--- config.mk ---
export PLATFORM = sky130hd
export DESIGN_NAME = bypass_fifo_n
export DESIGN_NICKNAME = d
export VERILOG_FILES = /design/src/rtl/bypass_fifo_n.sv
export SDC_FILE = /design/constraint.sdc
export NUM_CORES = 1
export LEC_CHECK = 0
export CAP_MARGIN = 0
export CORE_MARGIN = 5
export CORE_UTILIZATION = 35
export DETAILED_ROUTE_END_ITERATION = 7
export PLACE_DENSITY = 0.58
export SLEW_MARGIN = 15
export SYNTH_ARGS = -nofsm -noshare
export SYNTH_HDL_FRONTEND = slang
export SYNTH_SLANG_ARGS = --single-unit
--- constraint.sdc ---
create_clock -name CLK -period 1.95 [get_ports CLK]
set_clock_uncertainty 0.05 [all_clocks]
set_input_delay 0.39 -clock CLK [delete_from_list [all_inputs] [get_ports CLK]]
set_output_delay 0.39 -clock CLK [all_outputs]
set_load 0.005 [all_outputs]
--- src/rtl/bypass_fifo_n.sv ---
// rtl/bypass_fifo_n.sv - multi-entry bypass FIFO with consumed tracking
//
// Purpose:
//   Circular-buffer FIFO of DEPTH entries of WIDTH bits. When empty, an
//   enqueued value is presented on DEQ_VALUE in the same cycle, and it can be
//   dequeued in that cycle without ever being stored. A per-phase "consumed"
//   flag records whether any enqueue happened since the last RESET strobe.
//
// Optional feature (macro BYPASS_FIFO_N_GUARD_EN):
//   Enqueue while full and dequeue while empty are dropped instead of
//   corrupting state, and either one sets the sticky ERR output.
//
// Ports:
//   CLK             in   clock, all state updates on posedge
//   RST_N           in   synchronous active-low reset
//   ENQ/ENQ_VALUE   in   enqueue strobe and data
//   NOT_FULL        out  COUNT < DEPTH
//   DEQ             in   dequeue strobe
//   DEQ_VALUE       out  head data, or ENQ_VALUE when empty
//   NOT_EMPTY       out  COUNT > 0 or ENQ
//   COUNT           out  number of stored entries (bypassed data not counted)
//   RESET           in   phase-reset strobe for consumed tracking only
//   CONSUMED        out  ENQ || consumed_q
//   CONSUMED_BEFORE out  consumed_q
//   ERR             out  sticky protocol-violation flag (guard build only)

module bypass_fifo_n #(
    parameter int WIDTH = 8,
    parameter int DEPTH = 4,
    localparam int CW = $clog2(DEPTH + 1)
) (
    input  logic             CLK,
    input  logic             RST_N,
    input  logic             ENQ,
    input  logic [WIDTH-1:0] ENQ_VALUE,
    output logic             NOT_FULL,
    input  logic             DEQ,
    output logic [WIDTH-1:0] DEQ_VALUE,
    output logic             NOT_EMPTY,
    output logic [CW-1:0]    COUNT,
    input  logic             RESET,
    output logic             CONSUMED,
`ifdef BYPASS_FIFO_N_GUARD_EN
    output logic             ERR,
`endif
    output logic             CONSUMED_BEFORE
);

    localparam int PW = (DEPTH > 1) ? $clog2(DEPTH) : 1;
    localparam logic [PW-1:0] PTR_LAST = PW'(DEPTH - 1);
    localparam logic [CW-1:0] COUNT_FULL = CW'(DEPTH);

    logic [WIDTH-1:0] mem_q [DEPTH];

    logic [PW-1:0] rd_ptr_q, rd_ptr_d;
    logic [PW-1:0] wr_ptr_q, wr_ptr_d;
    logic [CW-1:0] count_q, count_d;
    logic          consumed_q, consumed_d;

    logic enq_ok;
    logic deq_ok;
    logic bypass;
    logic wr_en;
    logic rd_adv;

`ifdef BYPASS_FIFO_N_GUARD_EN
    logic err_q, err_d;
`endif

    always_comb begin
        enq_ok = ENQ;
        deq_ok = DEQ;
`ifdef BYPASS_FIFO_N_GUARD_EN
        // Illegal strobes are filtered here so the datapath below never sees them.
        enq_ok = ENQ && (count_q != COUNT_FULL);
        deq_ok = DEQ && ((count_q != '0) || ENQ);
        err_d  = err_q | (ENQ & ~enq_ok) | (DEQ & ~deq_ok);
`endif
        // Enqueue and dequeue while empty: the value flows straight through.
        bypass = (count_q == '0) && enq_ok && deq_ok;
        wr_en  = enq_ok && !bypass;
        rd_adv = deq_ok && !bypass;

        wr_ptr_d = wr_ptr_q;
        if (wr_en) begin
            wr_ptr_d = (wr_ptr_q == PTR_LAST) ? '0 : wr_ptr_q + PW'(1);
        end

        rd_ptr_d = rd_ptr_q;
        if (rd_adv) begin
            rd_ptr_d = (rd_ptr_q == PTR_LAST) ? '0 : rd_ptr_q + PW'(1);
        end

        count_d = count_q;
        if (wr_en && !rd_adv) begin
            count_d = count_q + CW'(1);
        end else if (rd_adv && !wr_en) begin
            count_d = count_q - CW'(1);
        end

        // Raw ENQ is used so a dropped enqueue still counts as consumed.
        consumed_d = consumed_q;
        if (RESET) begin
            consumed_d = 1'b0;
        end else if (ENQ) begin
            consumed_d = 1'b1;
        end
    end

    always_ff @(posedge CLK) begin
        if (!RST_N) begin
            rd_ptr_q   <= '0;
            wr_ptr_q   <= '0;
            count_q    <= '0;
            consumed_q <= 1'b0;
        end else begin
            rd_ptr_q   <= rd_ptr_d;
            wr_ptr_q   <= wr_ptr_d;
            count_q    <= count_d;
            consumed_q <= consumed_d;
        end
    end

`ifdef BYPASS_FIFO_N_GUARD_EN
    always_ff @(posedge CLK) begin
        if (!RST_N) begin
            err_q <= 1'b0;
        end else begin
            err_q <= err_d;
        end
    end

    assign ERR = err_q;
`endif

    // Storage is not reset; reset only rewinds the pointers and count.
    always_ff @(posedge CLK) begin
        if (RST_N && wr_en) begin
            mem_q[wr_ptr_q] <= ENQ_VALUE;
        end
    end

    assign DEQ_VALUE       = (count_q == '0) ? ENQ_VALUE : mem_q[rd_ptr_q];
    assign NOT_FULL        = (count_q != COUNT_FULL);
    assign NOT_EMPTY       = (count_q != '0) || ENQ;
    assign COUNT           = count_q;
    assign CONSUMED        = ENQ || consumed_q;
    assign CONSUMED_BEFORE = consumed_q;

endmodule

==> results of run 1 <==
area by class of cell:
cell class	instances	area (µm²)
Inverter	5	18.8
Sequential cell	42	1160
Clock inverter	3	16.3
Clock buffer	5	68.8
Multi-Input combinational cell	57	607
Fill cell	439	2500
Tap cell	70	87.6
Timing Repair Buffer	56	551
where the power goes:
part	leakage (µW)	internal (µW)	switching, µW
registers	0.000373	1020	26.4
clock network	0.0000416	245	288
logic	0.000569	405	240
synth_stat cells (all sizes together):
cell type and count:
edfxtp 32, dfxtp 10, mux2 8, mux4 8, nand2 8, ha 6
inv 5, mux2i 5, and2 4, buf 4, a21oi 3, nor2 3
or3 3, xor2 2, a21boi 1, fa 1, nand2b 1, nor3 1
nor3b 1, o21ai 1, or2 1
what timing repair did:
item,CTS,global route
endpoints found under the setup margin,10,9
buffers inserted,3,0
gates resized for setup,53,7
pin swaps,0,2
stage by stage:
step	std cells	cell area [µm²]	hold WS, ns	util
2_1_floorplan	108	1780	0.404	-
3_3_place_gp	227	2340	0.421	0.467
3_5_place_dp	227	2340	0.443	0.467
4_1_cts	238	2490	0.453	0.497
5_1_grt	238	2510	0.477	0.501
6_report	238	2510	0.449	0.501
worst max-delay path: cells and delay by family, from the launching register on:
family	cells	cell delay, ns
buffers and inverters	3	0.33
DFF	1	0.34
muxes	2	0.77
final timing paths:
| path | slack (ns) | start | end | depth (start not counted) |
|---|---|---|---|---|
| setup reg to reg | 0.34 | COUNT[0]$_SDFFE_PN0P_ | COUNT[2]$_SDFFE_PN0P_ | 5 |
| setup / recovery | -0.22 | flop | DEQ_VALUE[6] | 5 |
| hold reg to reg | 0.45 | rd_ptr_q[1]$_SDFFE_PN0P_ | flop | 2 |
| hold / removal | 0.45 | rd_ptr_q[1]$_SDFFE_PN0P_ | flop | 2 |
kinds of logic after synthesis:
| group | synth area share |
|---|---|
| flops | 0.654 |
| compound gates | 0.0155 |
| simple gates | 0.0620 |
| fa+ha+maj | 0.0536 |
| xor+xnor | 0.00987 |
| buf+inv | 0.0247 |
| mux | 0.180 |
registers in the layout, summed over array words and instances, names as in the netlist, named ones only:
| register | cells |
|---|---|
| CONSUMED_BEFORE | 1 |
| COUNT | 3 |
| mem_q | 32 |
| wr_ptr_q | 2 |
| rd_ptr_q | 2 |
layer usage:
metal / GRT usage / vias to the layer above
li1: - / 515
met3: 0.0455 / 5
met1: 0.132 / 555
met2: 0.204 / 24
met5: 0 / -
met4: 0.0355 / 0
==> results by group, run 1 <==
Logic synthesis
  – Synth top area cells: edfxtp_1, dfxtp_1, mux4_2
  – Sequential area share after synthesis: 0.654
  – Cells after Synth: 108
  – Unique masters post-synth: 23
  – Synthesized Nets: 128
  – Avg Cell Area, Syn: 16.4 µm²
  – Yosys warning count: 0
  – Top cell type's share of synthesized area: 0.541
  – Area leader, netlist: edfxtp_1
  – Mapped cell area: 1780 µm²
  – Synthesis-stage register bit count: 42

CTS
  – Clk slew on worst S/H paths: 0.07 ns
  – Clock buffer depth: 2
  – Hold_buf cts: 0
  – Inserted Clock Buffers: 5
  – Latest clock arrival within the worst-skew pair: 0.29 ns
  – Depth of the CTS H-tree: 2
  – CTS tree: done
  – Num Clock Sinks: 42
  – CTS Root Cell: clkbuf_8

STA
  – Setup TNS Final: -1.51 ns
  – Endpoints failing setup: 8
  – Worst Max-Slew Pin Slew: 0.364 ns
  – Final worst slack: -0.223 ns
  – Fin. max-slew vios: 0
  – Tcrit/Tclk final: 1.11
  – Final min period: 2.17 ns
  – Final hold vios: 0
  – RSZ-0062 raised after global routing: true
  – Max_slew headroom: 0.755
  – Highest clock rate: 460 MHz

Routing
  – Met3 Routed Length: 203 µm
  – DR top layer: met4
  – 1st-iter DRT viols: 92
  – TritonRoute pass-1 iters: 4
  – Drt drc: 0
  – M1 WL: 1.44 mm
  – Antenna-violating nets left: 0
  – Total length of routed met2 wires: 1.80 mm
  – Final wirelength: 3.48 mm
  – Vias per Instance: 4.62
  – WL/cell: 14.6 µm
  – Vias: 1,099

Critical path
  – CP required: 1.51 ns
  – Crit-path max cell delay: 0.49 ns
  – CP max FO: 5
  – Critical path cell sequence: buf_12, buf_6, mux4_2, mux2_4, buf_6
  – CP Data Arrival Time: 1.73 ns
  – Startpoint class of the critical path: flop
  – Crit path kind: reg -> out
  – CP Capture Type: primary output
  – Critical path's slowest cell: mux4_2
  – Critical path's most frequent cell: buf_6

Floorplanning
  – Die Ht: 81.2 µm
  – # rows: 26
  – # IOs: 28
  – Core ar.: 5010 µm²
  – Die Wd: 81.2 µm
  – Initial Util: 0.354
  – DIE AREA: 6600 µm²

Cells and area
  – Ant diodes: 0
  – Nets: 187
  – Commonest non-fill, non-tap cell in the layout: edfxtp_1
  – Ratio of cells with drive above 1 in the final layout: 0.387
  – Area growth syn-to-layout: 41.4%
  – Most frequent cells in the layout: edfxtp_1, buf_4, clkdlybuf4s50_1

Global routing
  – Congestion Overflow GR: 0
  – Number of global-route vias before repair: 1,178
  – First-pass GRT wire length: 5.59 mm
  – Largest net degree at the start of global routing: 14
  – Total GRT Usage: 0.117
  – Initial antenna violation count: 0

Power
  – Total power draw: 2220 µW
  – VDD IR-drop max: 0.604 mV
  – LEAKAGE: 0.000983 µW
  – Power Density: 884 nW/µm²

Place
  – Port Buffers: 27
  – DP Worst Slack: -0.268 ns
  – Placer Congestion: 0.751
  – Hpwl dp: 2.60 mm

Status
  – Failing checks: setup timing
  – Outcome: complete, but fails checks

Flow run
  – Max cap viols: 0

Hold path
  – Type of the worst min-delay path: reg -> reg
Note: power is estimated with default switching activity, not from simulation.
==> inputs of run 2 (changes only) <==
GPL_ROUTABILITY_DRIVEN = 0   (was default)
SKIP_CTS_REPAIR_TIMING = 1   (was default)
==> run 2 against run 1 <==
The flow still finishes with violations (setup timing). Sequential share of layout area grew 0.40 points. Wire length grew 0.98%. Flip-flop and latch count is the same. Cell area shrank 0.85%. Count of clock-buffer cells in the layout is the same. Critical path type unchanged. Critical endpoint is now DEQ_VALUE[3]. Highest routed layer unchanged.
==> results by group, run 2 (synthesis results as in run 1) <==
Status
  – Outcome: complete, but fails checks
  – Failing checks: setup timing

Flow run
  – Max cap viols: 0

Floorplanning
  – # IOs: 28
  – Die Ht: 81.2 µm
  – Initial Util: 0.354
  – DIE AREA: 6600 µm²
  – Die Wd: 81.2 µm
  – Core ar.: 5010 µm²
  – # rows: 26

Cells and area
  – Filler cells: 455
  – Largest Register: mem_q
  – Max FFs per register: 32
  – Most frequent cells in the layout: edfxtp_1, buf_4, clkdlybuf4s50_1
  – Ant diodes: 0
  – Commonest non-fill, non-tap cell in the layout: edfxtp_1
  – Area growth syn-to-layout: 40.2%
  – Nets: 188
  – Ratio of cells with drive above 1 in the final layout: 0.391

STA
  – Final min period: 2.19 ns
  – Setup TNS Final: -1.43 ns
  – Max_slew headroom: 0.755
  – Worst Max-Slew Pin Slew: 0.364 ns
  – Highest clock rate: 456 MHz
  – Endpoints failing setup: 8
  – RSZ-0062 raised after global routing: true
  – Final hold vios: 0
  – Tcrit/Tclk final: 1.12
  – Fin. max-slew vios: 0
  – Final worst slack: -0.241 ns

CTS
  – Latest clock arrival within the worst-skew pair: 0.29 ns
  – CTS tree: done
  – Clk slew on worst S/H paths: 0.07 ns
  – Depth of the CTS H-tree: 2
  – Inserted Clock Buffers: 5
  – Clock buffer depth: 2
  – Num Clock Sinks: 42
  – CTS Root Cell: clkbuf_8

Global routing
  – Largest net degree at the start of global routing: 14
  – Number of global-route vias before repair: 1,155
  – First-pass GRT wire length: 5.49 mm
  – Congestion Overflow GR: 0
  – Total GRT Usage: 0.115
  – Initial antenna violation count: 0

Power
  – VDD IR-drop max: 0.593 mV
  – Psw: 551 µW
  – LEAKAGE: 0.000984 µW
  – Sequential Power Share: 0.479
  – Power Density: 876 nW/µm²
  – Net Sw Frac: 0.252
  – Logic gate share of total power: 0.275
  – Total power draw: 2180 µW
  – Clock share of power: 0.246
  – Internal: 1630 µW

Critical path
  – Startpoint class of the critical path: flop
  – Crit path kind: reg -> out
  – Reg2Reg Depth: 5
  – CP Capture Type: primary output
  – Reg2Reg Setup Slack: 0.32 ns
  – R2r endpoint: COUNT[2]$_SDFFE_PN0P_
  – CP max FO: 7
  – CP required: 1.51 ns
  – RR Startpoint: COUNT[0]$_SDFFE_PN0P_
  – CP Data Arrival Time: 1.75 ns

Hold path
  – Min-delay src: rd_ptr_q[1]$_SDFFE_PN0P_
  – Type of the worst min-delay path: reg -> reg
  – Hold path cells: 2

Routing
  – Vias: 1,109
  – 1st-iter DRT viols: 84
  – TritonRoute pass-1 iters: 4
  – Final wirelength: 3.52 mm
  – Vias per Instance: 4.64
  – Drt drc: 0
  – WL/cell: 14.7 µm
  – Antenna-violating nets left: 0

Place
  – DP Worst Slack: -0.268 ns
  – Hpwl dp: 2.60 mm
  – Port Buffers: 27
==> run 2: cell types whose count changed in the layout (fill, tap and decap cells not counted), moves of 2 or more <==
cell,before,now
clkbuf_2,0,6
dlymetal6s2s_1,2,4
mux2_2,0,2
mux2_4,8,6
buf_6,9,4
==> run 2: worst max path at each step <==
| stage | start | end | cells after the start |
|---|---|---|---|
| after CTS | flop | DEQ_VALUE[6] | 4 |
| after global placement | flop | DEQ_VALUE[3] | 4 |
| final | flop | DEQ_VALUE[3] | 5 |
| after global routing | flop | DEQ_VALUE[3] | 5 |
| after detailed placement | DEQ | COUNT[2]$_SDFFE_PN0P_ | 8 |
| after floorplan | DEQ | COUNT[2]$_SDFFE_PN0P_ | 7 |
==> run 2: worst max-delay path: stages, from the launching register on <==
cell and delay (ns):
dfxtp_2 0.34, buf_12 0.13, buf_6 0.10, mux4_2 0.49
mux2_4 0.30, buf_6 0.12
==> run 2: layout make-up <==
cell class / count / area [µm²] / share of cell area
Clock buffer: 5 / 68.8 / 0.0276
Multi-Input combinational cell: 57 / 601 / 0.241
Timing Repair Buffer: 57 / 536 / 0.215
Clock inverter: 3 / 16.3 / 0.00653
Tap cell: 70 / 87.6 / 0.0352
Sequential cell: 42 / 1160 / 0.467
Inverter: 5 / 18.8 / 0.00754
==> run 2: metal layers <==
layer | GRT usage | vias to the layer above | part of all wire
met1 | 0.130 | 556 | 0.40
met5 | 0 | - | 0
met2 | 0.198 | 31 | 0.52
met3 | 0.0477 | 5 | 0.066
met4 | 0.0355 | 0 | 0.011
li1 | - | 517 | -
==> run 2: power groups by stage <==
stage	Combinational [µW]	Sequential, µW	Clock, µW
4_1_cts	580	1040	550
3_5_place_dp	576	1060	0
5_1_grt	653	1050	584
3_3_place_gp	560	1060	0
6_report	600	1040	537
2_1_floorplan	262	1060	0
==> run 2: per-stage QoR <==
stage | area [µm²] | util | hold WS, ns | cells
4_1_cts | 2430 | 0.484 | 0.453 | 235
2_1_floorplan | 1780 | - | 0.404 | 108
3_5_place_dp | 2340 | 0.467 | 0.443 | 227
3_3_place_gp | 2340 | 0.467 | 0.421 | 227
5_1_grt | 2490 | 0.497 | 0.477 | 239
6_report | 2490 | 0.497 | 0.448 | 239
==> inputs of run 3 (changes only) <==
CORE_MARGIN = default   (was 5)
SLEW_MARGIN = default   (was 15)
==> run 3 against run 2 <==
The flow still finishes with violations (setup timing). Clock power is essentially flat. Count of clock-buffer cells in the layout up 1. Worst setup slack worse by 0.049 ns. Utilization is 1.7 points higher. First-iteration DRC count fell by 75%. Non-clock buffer count fell by 3. Hold slack improved by 0.014 ns. Critical path type unchanged. Critical endpoint unchanged. Largest power group unchanged.
==> results by group, run 3 (synthesis results as in run 1) <==
Global routing
  – Congestion Overflow GR: 0
  – Initial antenna violation count: 0
  – Total GRT Usage: 0.143
  – Largest net degree at the start of global routing: 14
  – Number of global-route vias before repair: 1,098
  – First-pass GRT wire length: 5.34 mm

Cells and area
  – Area growth syn-to-layout: 39.4%
  – Filler cells: 433
  – Layout Cells excl Fill: 233
  – Nets: 185
  – Largest Register: mem_q
  – Ant diodes: 0
  – Commonest non-fill, non-tap cell in the layout: edfxtp_1
  – Ratio of cells with drive above 1 in the final layout: 0.380
  – Max FFs per register: 32
  – Most frequent cells in the layout: edfxtp_1, buf_4, clkdlybuf4s50_1

STA
  – Tcrit/Tclk final: 1.15
  – Final min period: 2.24 ns
  – Final worst slack: -0.289 ns
  – Max_slew headroom: 0.758
  – Fin. max-slew vios: 0
  – Endpoints failing setup: 8
  – Final hold vios: 0
  – Highest clock rate: 447 MHz
  – Worst Max-Slew Pin Slew: 0.360 ns
  – RSZ-0062 raised after global routing: true

CTS
  – CTS Root Cell: clkbuf_8
  – Num Clock Sinks: 42
  – Depth of the CTS H-tree: 2
  – Clk slew on worst S/H paths: 0.08 ns
  – CTS tree: done
  – Clock buffer depth: 2
  – Latest clock arrival within the worst-skew pair: 0.29 ns
  – Inserted Clock Buffers: 5

Power
  – Total power draw: 2150 µW
  – Power Density: 869 nW/µm²
  – LEAKAGE: 0.000969 µW
  – VDD IR-drop max: 0.434 mV

Critical path
  – CP max FO: 4
  – Buf+Inv Stages, Crit Path: 4
  – Crit path to: DEQ_VALUE[3]
  – Kind of cell adding the most delay to the critical path: multiplexers
  – Crit path kind: reg -> out
  – Startpoint class of the critical path: flop
  – Reg2Reg Setup Slack: 0.38 ns
  – CP Data Arrival Time: 1.80 ns
  – Critical path cell sequence: buf_6, buf_6, buf_6, mux4_2, mux2_4, buf_6
  – R2r endpoint: COUNT[2]$_SDFFE_PN0P_
  – Crit-path max cell delay: 0.47 ns
  – Critical path depth: 6
  – CP required: 1.51 ns
  – Critical path's slowest cell: mux4_2
  – Critical path's most frequent cell: buf_6
  – Reg2Reg Depth: 5
  – RR Startpoint: COUNT[0]$_SDFFE_PN0P_
  – CP Capture Type: primary output

Floorplanning
  – Die Ht: 73.2 µm
  – # IOs: 28
  – DIE AREA: 5360 µm²
  – # rows: 25
  – Die Wd: 73.2 µm
  – Core ar.: 4820 µm²
  – Initial Util: 0.369

Routing
  – WL/cell: 14.2 µm
  – Drt drc: 0
  – TritonRoute pass-1 iters: 4
  – Vias per Instance: 4.54
  – Antenna-violating nets left: 0
  – Final wirelength: 3.32 mm
  – 1st-iter DRT viols: 21
  – Vias: 1,058

Status
  – Failing checks: setup timing
  – Outcome: complete, but fails checks

Flow run
  – Max cap viols: 0

Place
  – Hpwl dp: 2.41 mm
  – Port Buffers: 27
  – Placed insts: 223

Hold path
  – Type of the worst min-delay path: reg -> reg
run 3: metal layers:
metal,part of all wire,track usage
met5,0,0
met4,0.0039,0.0458
met3,0.030,0.0539
met2,0.54,0.242
met1,0.43,0.168
run 3: area by class of cell:
class	instances	area (µm²)	share of cell area
clock buffers	6	72.6	0.0293
flip-flops and latches	42	1160	0.470
repair buffers	54	527	0.213
inverters	5	18.8	0.00758
clock inverters	2	13.8	0.00556
multi-input cells	57	596	0.241
well taps	67	83.8	0.0339
run 3: worst min path at each step:
stage / slack, ns / from / cells after the start / endpoint
5_1_grt: 0.50 / rd_ptr_q[1]$_SDFFE_PN0P_ / 2 / rd_ptr_q[1]$_SDFFE_PN0P_
4_1_cts: 0.47 / rd_ptr_q[1]$_SDFFE_PN0P_ / 2 / rd_ptr_q[1]$_SDFFE_PN0P_
3_5_place_dp: 0.44 / rd_ptr_q[1]$_SDFFE_PN0P_ / 2 / rd_ptr_q[1]$_SDFFE_PN0P_
2_1_floorplan: 0.40 / rd_ptr_q[1]$_SDFFE_PN0P_ / 2 / flop
3_3_place_gp: 0.44 / rd_ptr_q[1]$_SDFFE_PN0P_ / 2 / rd_ptr_q[1]$_SDFFE_PN0P_
6_report: 0.46 / rd_ptr_q[1]$_SDFFE_PN0P_ / 2 / rd_ptr_q[1]$_SDFFE_PN0P_
run 3: report_power, final:
part | switching, µW | internal (µW) | leakage, µW | total (µW)
clock network | 283 | 252 | 0.0000452 | 535
registers | 27.6 | 1020 | 0.000373 | 1040
logic | 221 | 350 | 0.000551 | 571
run 3: metrics by stage:
stage	cell area (µm²)	hold slack (ns)	util	TNS, ns	worst slack [ns]
final	2470	0.462	0.514	-1.54	-0.289
after global routing	2470	0.504	0.514	-2.12	-0.378
after CTS	2430	0.466	0.504	-4.44	-0.533
after detailed placement	2340	0.441	0.486	-3.97	-0.296
after global placement	2340	0.438	0.486	-2.48	-0.228
after floorplan	1780	0.404	-	0	0.248
run 3: worst register-to-register path: cells and delay by family (launching register included):
family,cells,cell delay [ns]
fa+ha+maj,1,0.38
flops,1,0.33
simple gates,1,0.30
buf+inv,1,0.15
xor+xnor,1,0.15
compound gates,1,0.14
